### src/rtl/simon_seq_if.sv
// Bundle of the game-facing signals of the Simon sequence controller.
// The master modport drives stimulus (LFSR colour, start, timebase, buttons); the slave modport is the controller.
interface simon_seq_if;
   logic [1:0] rnd;
   logic       rnd_valid;
   logic       start;
   logic       tick;
   logic [3:0] btn;
   logic [3:0] led;
   logic [4:0] level;
   logic       busy;
   logic       game_over;
   logic       win;

   modport master (
      output rnd, rnd_valid, start, tick, btn,
      input  led, level, busy, game_over, win
   );

   modport slave (
      input  rnd, rnd_valid, start, tick, btn,
      output led, level, busy, game_over, win
   );
endinterface

### src/rtl/simon_seq_ctrl.sv
// Simon game sequencer: grows a colour sequence, plays it back on the LEDs, then checks the player's presses.
// Optional macro SIMON_TIMEOUT_EN adds a per-press tick timeout in WAIT_IN that ends the game.
//
// state      | meaning
// IDLE       | no game yet; start launches one
// EXTEND     | waiting for a colour from the LFSR to append
// SHOW_ON    | LED for mem[idx] lit for SHOW_TICKS ticks
// SHOW_OFF   | dark gap of one tick between colours
// WAIT_IN    | player repeating the sequence, idx = next expected colour
// LOSE       | wrong press (or timeout); level still shows len
// WIN        | MAX_LEN sequence completed
module simon_seq_ctrl #(
   parameter int MAX_LEN       = 16,
   parameter int SHOW_TICKS    = 4,
   parameter int TIMEOUT_TICKS = 32
) (
   input logic        clk,
   input logic        reset,
   simon_seq_if.slave bus
);

   localparam int AW      = $clog2(MAX_LEN);
   localparam int CNT_MAX = (SHOW_TICKS > TIMEOUT_TICKS) ? SHOW_TICKS : TIMEOUT_TICKS;
   localparam int CNT_W   = $clog2(CNT_MAX + 1);

   typedef enum logic [2:0] {
      ST_IDLE,
      ST_EXTEND,
      ST_SHOW_ON,
      ST_SHOW_OFF,
      ST_WAIT_IN,
      ST_LOSE,
      ST_WIN
   } state_t;

   state_t           r_state;
   logic [4:0]       r_len;
   logic [4:0]       r_idx;
   logic [CNT_W-1:0] r_tick_cnt;
   logic [3:0]       r_btn_prev;
   logic [3:0]       r_led;
   logic [4:0]       r_level;
   logic             r_busy;
   logic             r_game_over;
   logic             r_win;
   logic [1:0]       r_mem [MAX_LEN];

   logic [4:0]       w_len_inc;
   logic [4:0]       w_len_dec;
   logic [4:0]       w_idx_inc;
   logic             w_press;
   logic [3:0]       w_expect;
   logic [CNT_W-1:0] w_wait_load;

   function automatic logic [3:0] f_onehot(input logic [1:0] c);
      return 4'b0001 << c;
   endfunction

   assign w_len_inc = r_len + 5'd1;
   assign w_len_dec = r_len - 5'd1;
   assign w_idx_inc = r_idx + 5'd1;
   assign w_press   = (bus.btn != 4'b0000) && (r_btn_prev == 4'b0000);
   assign w_expect  = f_onehot(r_mem[r_idx[AW-1:0]]);

`ifdef SIMON_TIMEOUT_EN
   assign w_wait_load = CNT_W'(TIMEOUT_TICKS);
`else
   assign w_wait_load = '0;
`endif

   // Buffer is deliberately not reset; only entries below len are ever read.
   always_ff @(posedge clk) begin
      if ((r_state == ST_EXTEND) && bus.rnd_valid)
         r_mem[r_len[AW-1:0]] <= bus.rnd;
   end

   always_ff @(posedge clk or posedge reset) begin
      if (reset) begin
         r_state     <= ST_IDLE;
         r_len       <= '0;
         r_idx       <= '0;
         r_tick_cnt  <= '0;
         r_btn_prev  <= 4'b1111;
         r_led       <= '0;
         r_level     <= '0;
         r_busy      <= 1'b0;
         r_game_over <= 1'b0;
         r_win       <= 1'b0;
      end else begin
         r_btn_prev <= bus.btn;
         // Tick counter is a down-counter; each entry reloads it, so a tick on the entry cycle is not counted.
         if (bus.tick && (r_tick_cnt != '0))
            r_tick_cnt <= r_tick_cnt - CNT_W'(1);

         unique case (r_state)
            ST_IDLE, ST_LOSE, ST_WIN: begin
               if (bus.start) begin
                  r_state     <= ST_EXTEND;
                  r_len       <= '0;
                  r_idx       <= '0;
                  r_tick_cnt  <= '0;
                  r_level     <= '0;
                  r_led       <= '0;
                  r_busy      <= 1'b1;
                  r_game_over <= 1'b0;
                  r_win       <= 1'b0;
               end
            end
            ST_EXTEND: begin
               if (bus.rnd_valid) begin
                  r_state    <= ST_SHOW_ON;
                  r_len      <= w_len_inc;
                  r_level    <= w_len_inc;
                  r_idx      <= '0;
                  r_tick_cnt <= CNT_W'(SHOW_TICKS);
                  // On the first round mem[0] is being written this very cycle.
                  r_led      <= (r_len == 5'd0) ? f_onehot(bus.rnd) : f_onehot(r_mem[0]);
               end
            end
            ST_SHOW_ON: begin
               if (bus.tick && (r_tick_cnt == CNT_W'(1))) begin
                  r_state    <= ST_SHOW_OFF;
                  r_tick_cnt <= '0;
                  r_led      <= '0;
               end
            end
            ST_SHOW_OFF: begin
               if (bus.tick) begin
                  if (r_idx == w_len_dec) begin
                     r_state    <= ST_WAIT_IN;
                     r_idx      <= '0;
                     r_tick_cnt <= w_wait_load;
                  end else begin
                     r_state    <= ST_SHOW_ON;
                     r_idx      <= w_idx_inc;
                     r_tick_cnt <= CNT_W'(SHOW_TICKS);
                     r_led      <= f_onehot(r_mem[w_idx_inc[AW-1:0]]);
                  end
               end
            end
            ST_WAIT_IN: begin
               if (w_press) begin
                  if (bus.btn != w_expect) begin
                     r_state     <= ST_LOSE;
                     r_busy      <= 1'b0;
                     r_game_over <= 1'b1;
                  end else if (r_idx != w_len_dec) begin
                     r_idx      <= w_idx_inc;
                     r_tick_cnt <= w_wait_load;
                  end else if (r_len == 5'(MAX_LEN)) begin
                     r_state <= ST_WIN;
                     r_busy  <= 1'b0;
                     r_win   <= 1'b1;
                  end else begin
                     r_state    <= ST_EXTEND;
                     r_tick_cnt <= '0;
                  end
               end
`ifdef SIMON_TIMEOUT_EN
               else if (bus.tick && (r_tick_cnt == CNT_W'(1))) begin
                  r_state     <= ST_LOSE;
                  r_busy      <= 1'b0;
                  r_game_over <= 1'b1;
               end
`endif
            end
            default: r_state <= ST_IDLE;
         endcase
      end
   end

   assign bus.led       = r_led;
   assign bus.level     = r_level;
   assign bus.busy      = r_busy;
   assign bus.game_over = r_game_over;
   assign bus.win       = r_win;

endmodule

### src/flat_wrapper.sv
// flat-port wrapper written by rule: the top's interface ports become plain ports
module simon_seq_ctrl_flat 
#(
   parameter int MAX_LEN       = 16,
   parameter int SHOW_TICKS    = 4,
   parameter int TIMEOUT_TICKS = 32
)
  (clk, reset, bus_rnd, bus_rnd_valid, bus_start, bus_tick, bus_btn, bus_led, bus_level, bus_busy, bus_game_over, bus_win);
  simon_seq_if bus_i ();
  input logic clk;
  input logic reset;
  input wire logic [$bits(bus_i.rnd)-1:0] bus_rnd;
  input wire logic [$bits(bus_i.rnd_valid)-1:0] bus_rnd_valid;
  input wire logic [$bits(bus_i.start)-1:0] bus_start;
  input wire logic [$bits(bus_i.tick)-1:0] bus_tick;
  input wire logic [$bits(bus_i.btn)-1:0] bus_btn;
  output wire logic [$bits(bus_i.led)-1:0] bus_led;
  output wire logic [$bits(bus_i.level)-1:0] bus_level;
  output wire logic [$bits(bus_i.busy)-1:0] bus_busy;
  output wire logic [$bits(bus_i.game_over)-1:0] bus_game_over;
  output wire logic [$bits(bus_i.win)-1:0] bus_win;
  assign bus_i.rnd = bus_rnd;
  assign bus_i.rnd_valid = bus_rnd_valid;
  assign bus_i.start = bus_start;
  assign bus_i.tick = bus_tick;
  assign bus_i.btn = bus_btn;
  assign bus_led = bus_i.led;
  assign bus_level = bus_i.level;
  assign bus_busy = bus_i.busy;
  assign bus_game_over = bus_i.game_over;
  assign bus_win = bus_i.win;
  simon_seq_ctrl #(.MAX_LEN(MAX_LEN), .SHOW_TICKS(SHOW_TICKS), .TIMEOUT_TICKS(TIMEOUT_TICKS)) u_core (.clk(clk), .reset(reset), .bus(bus_i));
endmodule
### config.mk
export PLATFORM = sky130hd
export DESIGN_NAME = simon_seq_ctrl_flat
export DESIGN_NICKNAME = d
export VERILOG_FILES = /design/src/rtl/simon_seq_if.sv /design/src/rtl/simon_seq_ctrl.sv /design/src/flat_wrapper.sv
export SDC_FILE = /design/constraint.sdc
export NUM_CORES = 1
export LEC_CHECK = 0
export CAP_MARGIN = 20
export CORE_AREA = 2 2 85 87
export DETAILED_ROUTE_END_ITERATION = 16
export DIE_AREA = 0 0 87 89
export DONT_BUFFER_PORTS = 1
export GPL_TIMING_DRIVEN = 1
export PLACE_DENSITY = 0.7
export SLEW_MARGIN = 15
export SYNTH_ARGS = -nofsm -noshare
export SYNTH_HDL_FRONTEND = slang
export SYNTH_SLANG_ARGS = --single-unit
export TNS_END_PERCENT = 5
### constraint.sdc
create_clock -name clk -period 2.8 [get_ports clk]
set_input_delay 0.84 -clock clk [delete_from_list [all_inputs] [get_ports clk]]
set_output_delay 0.84 -clock clk [all_outputs]
set_load 0.02 [all_outputs]
-- Word-level counts from Yosys, hierarchy flattened
Memory sizes are Yosys's and may differ from the RTL's.
Index checks and enable logic that the tools add are counted.
W data, S select, Z words.
- logic and storage cells: 118
- RAM bits: 32
- memories kept: 1
- output and inout port bits: 12
- register bits after elaboration: 30
- memories (memory ; depth ; width ; rd ports ; clocked after memory_dff ; write ports ; line ; RTL):
    u_core.r_mem ; 16 ; 2 ; 3 ; 0 ; 1 ; simon_seq_ctrl.sv:46 ; logic [1:0] r_mem [MAX_LEN];
- multiplexer cells: 55
- reductions and logical operators: 21
- add/sub/neg operators: 4
- equal/unequal tests: 24
- shift operators: 4
- operators with widths (cell ; count):
    $mux W6 ; 9
    $mux W5 ; 8
    $mux W3 ; 10
    $pmux W6 S5 ; 1
    $mux W4 ; 6
    $pmux W5 S4 ; 1
    $reduce_and A6 Y1 ; 3
    $pmux W4 S4 ; 1
    $shl A1 B2 Y4 const A ; 4
    $pmux W3 S5 ; 1
    $mux W1 ; 14
    $ne A2 B2 Y1 const B ; 6
    $reduce_bool A4 Y1 ; 3
    $add A5 B1 Y5 const B ; 2
    $ne A2 B1 Y1 const B ; 5
    $pmux W5 S2 ; 1
    $eq A3 B3 Y1 const B ; 3
    $reduce_and A7 Y1 ; 1
    $eq A3 B2 Y1 const B ; 2
    $eq A6 B1 Y1 const B ; 1
    $pmux W1 S2 ; 3
    $reduce_bool A6 Y1 ; 1
    $sub A6 B1 Y6 const B ; 1
    $eq A5 B5 Y1 ; 1
    16 further kinds ; 20

-- Longest topological paths before layout
Gate-level depths: netlist (run 1).
- word-level depth: 8
- mapped depth: 10

-- Least setup slack after synthesis (run 1)
No wires, ideal clock.
- path type: flip-flop to flip-flop
- start point: register u_core.r_idx[0]
- end point: register u_core.r_tick_cnt[1]
- arrival time: 2656 ps
- stages on the path, launching flop included: 9
- path buffers: 1
- slack: -4 ps
- setup time: 148 ps
- cell sequence: dfrtp_1 -> buf_6 -> mux4_2 -> mux4_2 -> mux2i_1 -> nor4_1 -> o31ai_1 -> a211oi_1 -> o32ai_1
- word-level cells in the longest chain between the ends: 6
- RTL lines (element ; line ; RTL):
    from (decl) ; simon_seq_ctrl.sv:38 ; logic [4:0] r_idx;
    from (signal assigned) ; simon_seq_ctrl.sv:135 ; r_idx <= w_idx_inc;
    from (signal assigned) ; simon_seq_ctrl.sv:148 ; r_idx <= w_idx_inc;
    $mem_v2 Z16 W2 ; - ;
    $shl A1 B2 Y4 ; simon_seq_ctrl.sv:56 ; return 4'b0001 << c;
    $ne A4 B4 Y1 ; simon_seq_ctrl.sv:143 ; if (bus.btn != w_expect) begin
    $mux W6 (*) ; simon_seq_ctrl.sv:143 ;
    $mux W6 (*) ; simon_seq_ctrl.sv:142 ; if (w_press) begin
    $pmux W6 S5 (*) ; simon_seq_ctrl.sv:95 ; unique case (r_state)
    to (signal assigned) ; simon_seq_ctrl.sv:93 ; r_tick_cnt <= r_tick_cnt - CNT_W'(1);
    to (signal assigned) ; simon_seq_ctrl.sv:136 ; r_tick_cnt <= CNT_W'(SHOW_TICKS);
    to (signal assigned) ; simon_seq_ctrl.sv:149 ; r_tick_cnt <= w_wait_load;
    to (decl) ; simon_seq_ctrl.sv:39 ; logic [CNT_W-1:0] r_tick_cnt;
Every way passes the cells marked *; elsewhere a longest branch is shown, timed or not.
A chain may end at the register's enable or synchronous reset.

-- Worst setup path in the final report (run 1)
- start point: register u_core.r_idx[0]
- end point: register u_core.r_idx[4]
- word-level cells in the longest chain between the ends: 5
- RTL lines (element ; line):
    $mem_v2 Z16 W2 or $add A5 B1 Y5 (tied branches) ; -
    $shl A1 B2 Y4 or $mux W5 (tied branches) ; simon_seq_ctrl.sv:56, simon_seq_ctrl.sv:147
    $ne A4 B4 Y1 or $mux W5 (tied branches) ; simon_seq_ctrl.sv:143
    $ne A2 B2 Y1 (no source line) or $mux W5 (tied branches) ; -
    $reduce_and A7 Y1 (no source line) or $pmux W5 S4 (tied branches) ; -
Several ways; a longest one is shown, not always the timed one. The select of a mux whose other input is x is not followed.

==> flow_summary.toml, run 1 <==
[finish]
synthToLayoutAreaGrowth_pct = 13.1
diodes = 0
final_util_pct = 61.3
final_cell_mix = "nand2_1 (32), edfxtp_1 (32), nor2_1 (28), dfrtp_1 (26), buf_4 (24)"
drive_gt1_share_pct = 23.2
stdcell_area_sq_um = 4120
nets = 369
finalNonFillerCells = 434

[global_route]
grt_overflow = 0
grt_max_degree = 31
grt_pass1_vias = 2599
grt_pass1_wl_um = 13000
antenna_found_initial = 0
grtUsageTotal_pct = 22.7

[die]
core.rowCount = 30
die_h_um = 89
pin_count = 23
fp.dieW_um = 87
fp.dieArea_sq_um = 7740
core_sq_um = 6720
initial_core_util_pct = 54.2

[setup_path]
endpoint_kind = "flip-flop"
cp_data_required_time_ns = 3.03
path_max_fanout = 7
cp-start-kind = "flip-flop"
path_class = "flip-flop to flip-flop"
arrival_ns = 3.11

[timing]
rsz0062_at_grt = "true"
min_period_ns = 2.88
hold_viol_final = 0
clock.fmax_mhz = 347
finalWorstSetupSlack_ns = -0.0806
fin_worst_skew_ns = 0.0100
period_share_pct = 103
worst_slew_margin_rel_pct = 59.1
max_slew.worst_pin.slew_ns = 0.613
setup_violations = 4
drv_slew = 0

[drt]
drt-total-wl_um = 8080
wl_per_cell_um = 18.6
drt.antenna.violating_nets = 0
firstDrtPassIters = 4
drc = 0
via_per_inst = 6.28
initialDrtViolationCount = 134
vias = 2725

[placement]
place.gp.congestion = 0.900
portBuffers = 0
post-place-cells = 417
dpl_cell_area_sq_um = 3880
post-dp-hpwl_um = 6020

[logic_synthesis]
syn_area_sq_um = 3640
syn-num-nets = 352
synth_edf_count = 32
ys_seq_area_share_pct = 47.1
syn_inst = 332
synth.distinct_cells = 56
postSynthAreaPerCell_sq_um = 11.0
ys.flop_type = "edfxtp_1"
synthArstFlopShare_pct = 48.4
yosys_warnings = 0
ys_ff_latch = 62

[clocking]
cts_tree = "yes"
clk_latency_ns = 0.35
root_buffer = "clkbuf_8"
cts_hold_buf = 0
cts_buffers = 9
cts_sinks = 62
clk_pin_slew_worst_paths_ns = 0.08
cts_buffer_depth = 2
cts_htree_levels = 3

[pwr]
p_leak_nw = 1.55
powerDensity_nw_per_um2 = 955
ir_worst_vdd_mv = 0.399

[min_path]
hold_class = "input port to asynchronous set/reset pin"

[flow_run]
cap_violations = 0

[outcome]
violations = "negative setup slack"
status = "complete, but fails checks"
## worst max-delay path: stages, from the launching register on
cell and delay [ns]:
dfrtp_1 0.42, buf_12 0.15, buf_4 0.13, buf_4 0.15
mux4_2 0.32, nor2_1 0.06, o32a_1 0.41, and3_1 0.19
o31a_1 0.34, o211a_1 0.27, a221o_1 0.31
## layer usage
layer	GRT usage (%)	wire (um)	vias up	part of all wire [%]
li1	-	-	1276	-
met1	29.0	3490	1354	43
met2	36.6	4010	68	50
met3	4.25	307	27	3.8
met4	13.1	276	0	3.4
met5	0	0	-	0
## sequential cells by signal, indices dropped and copies added (netlist names)
register	cells
u_core.r_mem	32
u_core.r_tick_cnt	6
u_core.r_idx	5
u_core.r_len	5
u_core.bus.led	4
u_core.r_btn_prev	4
u_core.r_state	3
u_core.bus.busy	1
u_core.bus.game_over	1
u_core.bus.win	1
## per-stage QoR
stage / setup TNS [ns] / power (W) / hold WS, ns / setup slack (ns)
final: -0.157 / 0.00394 / 0.444 / -0.0806
after global routing: -1.16 / 0.00418 / 0.474 / -0.175
after CTS: -0.486 / 0.00393 / 0.458 / -0.120
after detailed placement: -0.760 / 0.00306 / 0.545 / -0.146
after global placement: -0.154 / 0.00303 / 0.535 / -0.0509
after floorplan: 0 / 0.00257 / 0.505 / 0.00667
## power breakdown
part	internal (W)	switching, W	leakage [nW]
combinational	0.000918	0.000917	0.788
clock	0.000422	0.000389	0.0980
sequential	0.00108	0.000215	0.669
## logic make-up after synthesis
kind of cell             synth area share (%)
AO/OA/AOI/OAI                            12.4
AND/OR/NAND/NOR                          15.8
buffers and inverters                    3.95
flip-flops                               47.1
multiplexers                             14.5
XOR/XNOR                                 3.13
adder cells (fa/ha/maj)                  3.09
## worst paths after layout
kind	from	endpoint	slack, ns	depth (start not counted)
min in group clk	bus_btn[3]	u_core.r_btn_prev[3]	0.49	0
max in group asynchronous	reset	u_core.r_btn_prev[3]	2.03	2
worst min-delay path	reset	u_core.r_idx[1]	0.44	2
worst max-delay path	u_core.r_idx[0]	u_core.r_idx[4]	-0.08	10
worst max register to register	u_core.r_idx[0]	u_core.r_idx[4]	-0.08	10
worst min register to register	u_core.r_tick_cnt[1]	u_core.r_tick_cnt[1]	0.57	2
## cells in the mapped netlist (8+ instances only)
library cell	n	area [sq um]
mux4_2	15	338
nor3_1	13	65.1
dfrtp_1	26	651
nor2_1	28	105
o21ai_0	17	85.1
inv_1	16	60.1
a21oi_1	8	40.0
edfxtp_1	32	961
clkbuf_1	18	67.6
ha_1	9	113
nand2_1	32	120
## final cells by class
type / count / area, sq um
fillers: 539 / 2600
multi-input cells: 234 / 1820
flip-flops and latches: 62 / 1720
repair buffers: 26 / 220
clock buffers: 9 / 124
well taps: 80 / 100
clock inverters: 7 / 82.6
inverters: 16 / 60.1
## repair_timing
item,in CTS,in global routing
pin swaps,7,1
buffers inserted,2,0
endpoints found under the setup margin,10,16
gates cloned,0,0
endpoints found under the hold margin,0,0
resized for setup,6,1
Note: power is estimated with default switching activity, not from simulation.
==> run 2, diff against run 1 <==
--- a/config.mk
+++ b/config.mk
@@ -12,6 +12,7 @@
 export DONT_BUFFER_PORTS = 1
 export GPL_TIMING_DRIVEN = 1
 export PLACE_DENSITY = 0.7
+export SKIP_CTS_REPAIR_TIMING = 1
 export SLEW_MARGIN = 15
 export SYNTH_ARGS = -nofsm -noshare
 export SYNTH_HDL_FRONTEND = slang
==> flow_summary.toml, run 2 (synthesis gave the netlist of run 1 again) <==
[timing]
fin_worst_skew_ns = 0.0101
period_share_pct = 105
worst_slew_margin_rel_pct = 59.1
setup_violations = 9
clock.fmax_mhz = 340
finalWorstSetupSlack_ns = -0.144
min_period_ns = 2.94
hold_viol_final = 0
max_slew.worst_pin.slew_ns = 0.613
drv_slew = 0
rsz0062_at_grt = "true"

[die]
core.rowCount = 30
pin_count = 23
fp.dieArea_sq_um = 7740
die_h_um = 89
core_sq_um = 6720
initial_core_util_pct = 54.2
fp.dieW_um = 87

[finish]
final_cell_mix = "nand2_1 (32), edfxtp_1 (32), nor2_1 (28), dfrtp_1 (26), buf_4 (25)"
synthToLayoutAreaGrowth_pct = 13.6
drive_gt1_share_pct = 23.7
finalNonFillerCells = 435
largest_reg_flops = 32
final_util_pct = 61.6
stdcell_area_sq_um = 4140
nets = 370
diodes = 0

[pwr]
powerDensity_nw_per_um2 = 954
p_leak_nw = 1.57
ir_worst_vdd_mv = 0.399

[setup_path]
arrival_ns = 3.18
path_class = "flip-flop to flip-flop"
path_max_fanout = 8
path_cells = "buf_12 -> mux4_2 -> mux4_2 -> mux2i_1 -> nor4_1 -> buf_4 -> o31a_1 -> o211a_1 -> a221o_1"
cp_data_required_time_ns = 3.03
crit_buf_inv = 2
endpoint_kind = "flip-flop"
worstReg2RegStart = "u_core.r_idx[0]"
timing.critical_path.mode_cell = "mux4_2"
max_stage_delay_ns = 0.53
crit_path_top_delay_cell = "mux4_2"
cp_top_family = "multiplexers"
critPathLaunch = "u_core.r_idx[0]"
cp-start-kind = "flip-flop"

[placement]
post-dp-hpwl_um = 6020
dpl_cell_area_sq_um = 3880
post-place-cells = 417
portBuffers = 0
place.gp.congestion = 0.900
dp_slack_ns = -0.146

[drt]
wl_per_cell_um = 18.5
vias = 2700
drc = 0
drt-total-wl_um = 8040
firstDrtPassIters = 4
initialDrtViolationCount = 122
via_per_inst = 6.21
drt.antenna.violating_nets = 0

[clocking]
cts_buffer_depth = 2
clk_latency_ns = 0.35
cts_tree = "yes"
cts_sinks = 62
cts_htree_levels = 3
cts_buffers = 9
root_buffer = "clkbuf_8"
clk_pin_slew_worst_paths_ns = 0.08

[global_route]
grt_pass1_wl_um = 12900
grt_pass1_vias = 2561
antenna_found_initial = 0
grt_max_degree = 31
grt_overflow = 0
grtUsageTotal_pct = 22.4

[min_path]
hold_class = "input port to asynchronous set/reset pin"

[flow_run]
cap_violations = 0

[outcome]
status = "complete, but fails checks"
violations = "negative setup slack"
## run 2: where the power goes
group | switching [W] | internal (W) | leakage, nW | total (W)
Combinational | 0.000917 | 0.000925 | 0.799 | 0.00184
Sequential | 0.000216 | 0.00108 | 0.669 | 0.00129
Clock | 0.000392 | 0.000422 | 0.0980 | 0.000815
## run 2: path summary, 6_finish.rpt
path	end	depth (start not counted)	slack, ns
setup / recovery	u_core.r_idx[4]	9	-0.14
hold / removal	u_core.bus.led[2]	2	0.44
setup reg to reg	u_core.r_idx[4]	9	-0.14
hold reg to reg	u_core.r_tick_cnt[1]	2	0.57
max in group asynchronous	u_core.r_btn_prev[3]	2	2.03
min in group clk	u_core.r_btn_prev[3]	0	0.48
## run 2: cell type report
| class | count | area (sq um) |
|---|---|---|
| Clock buffer | 9 | 124 |
| Clock inverter | 7 | 82.6 |
| Fill cell | 539 | 2580 |
| Inverter | 16 | 60.1 |
| Multi-Input combinational cell | 234 | 1830 |
| Sequential cell | 62 | 1720 |
| Tap cell | 80 | 100 |
| Timing Repair Buffer | 27 | 228 |
## run 2: stage by stage
stage / TNS (ns) / power, W / hold slack [ns]
final: -0.521 / 0.00395 / 0.443
after CTS: -0.944 / 0.00388 / 0.458
after global placement: -0.154 / 0.00303 / 0.535
after floorplan: 0 / 0.00257 / 0.505
after detailed placement: -0.760 / 0.00306 / 0.545
after global routing: -1.65 / 0.00420 / 0.474
## run 2: worst reg2reg max path: cells and delay by family (launching register included)
| family | cells | cell delay, ns |
|---|---|---|
| compound gates | 3 | 0.89 |
| buf+inv | 2 | 0.28 |
| flops | 1 | 0.41 |
| mux | 3 | 1.19 |
| simple gates | 1 | 0.07 |
## run 2: layer usage
metal	vias to the layer above	GRT usage (%)	routed length [um]
met5	-	0	0
met4	0	11.9	211
met3	18	4.16	328
met2	66	36.6	4050
met1	1336	28.6	3440
li1	1280	-	-
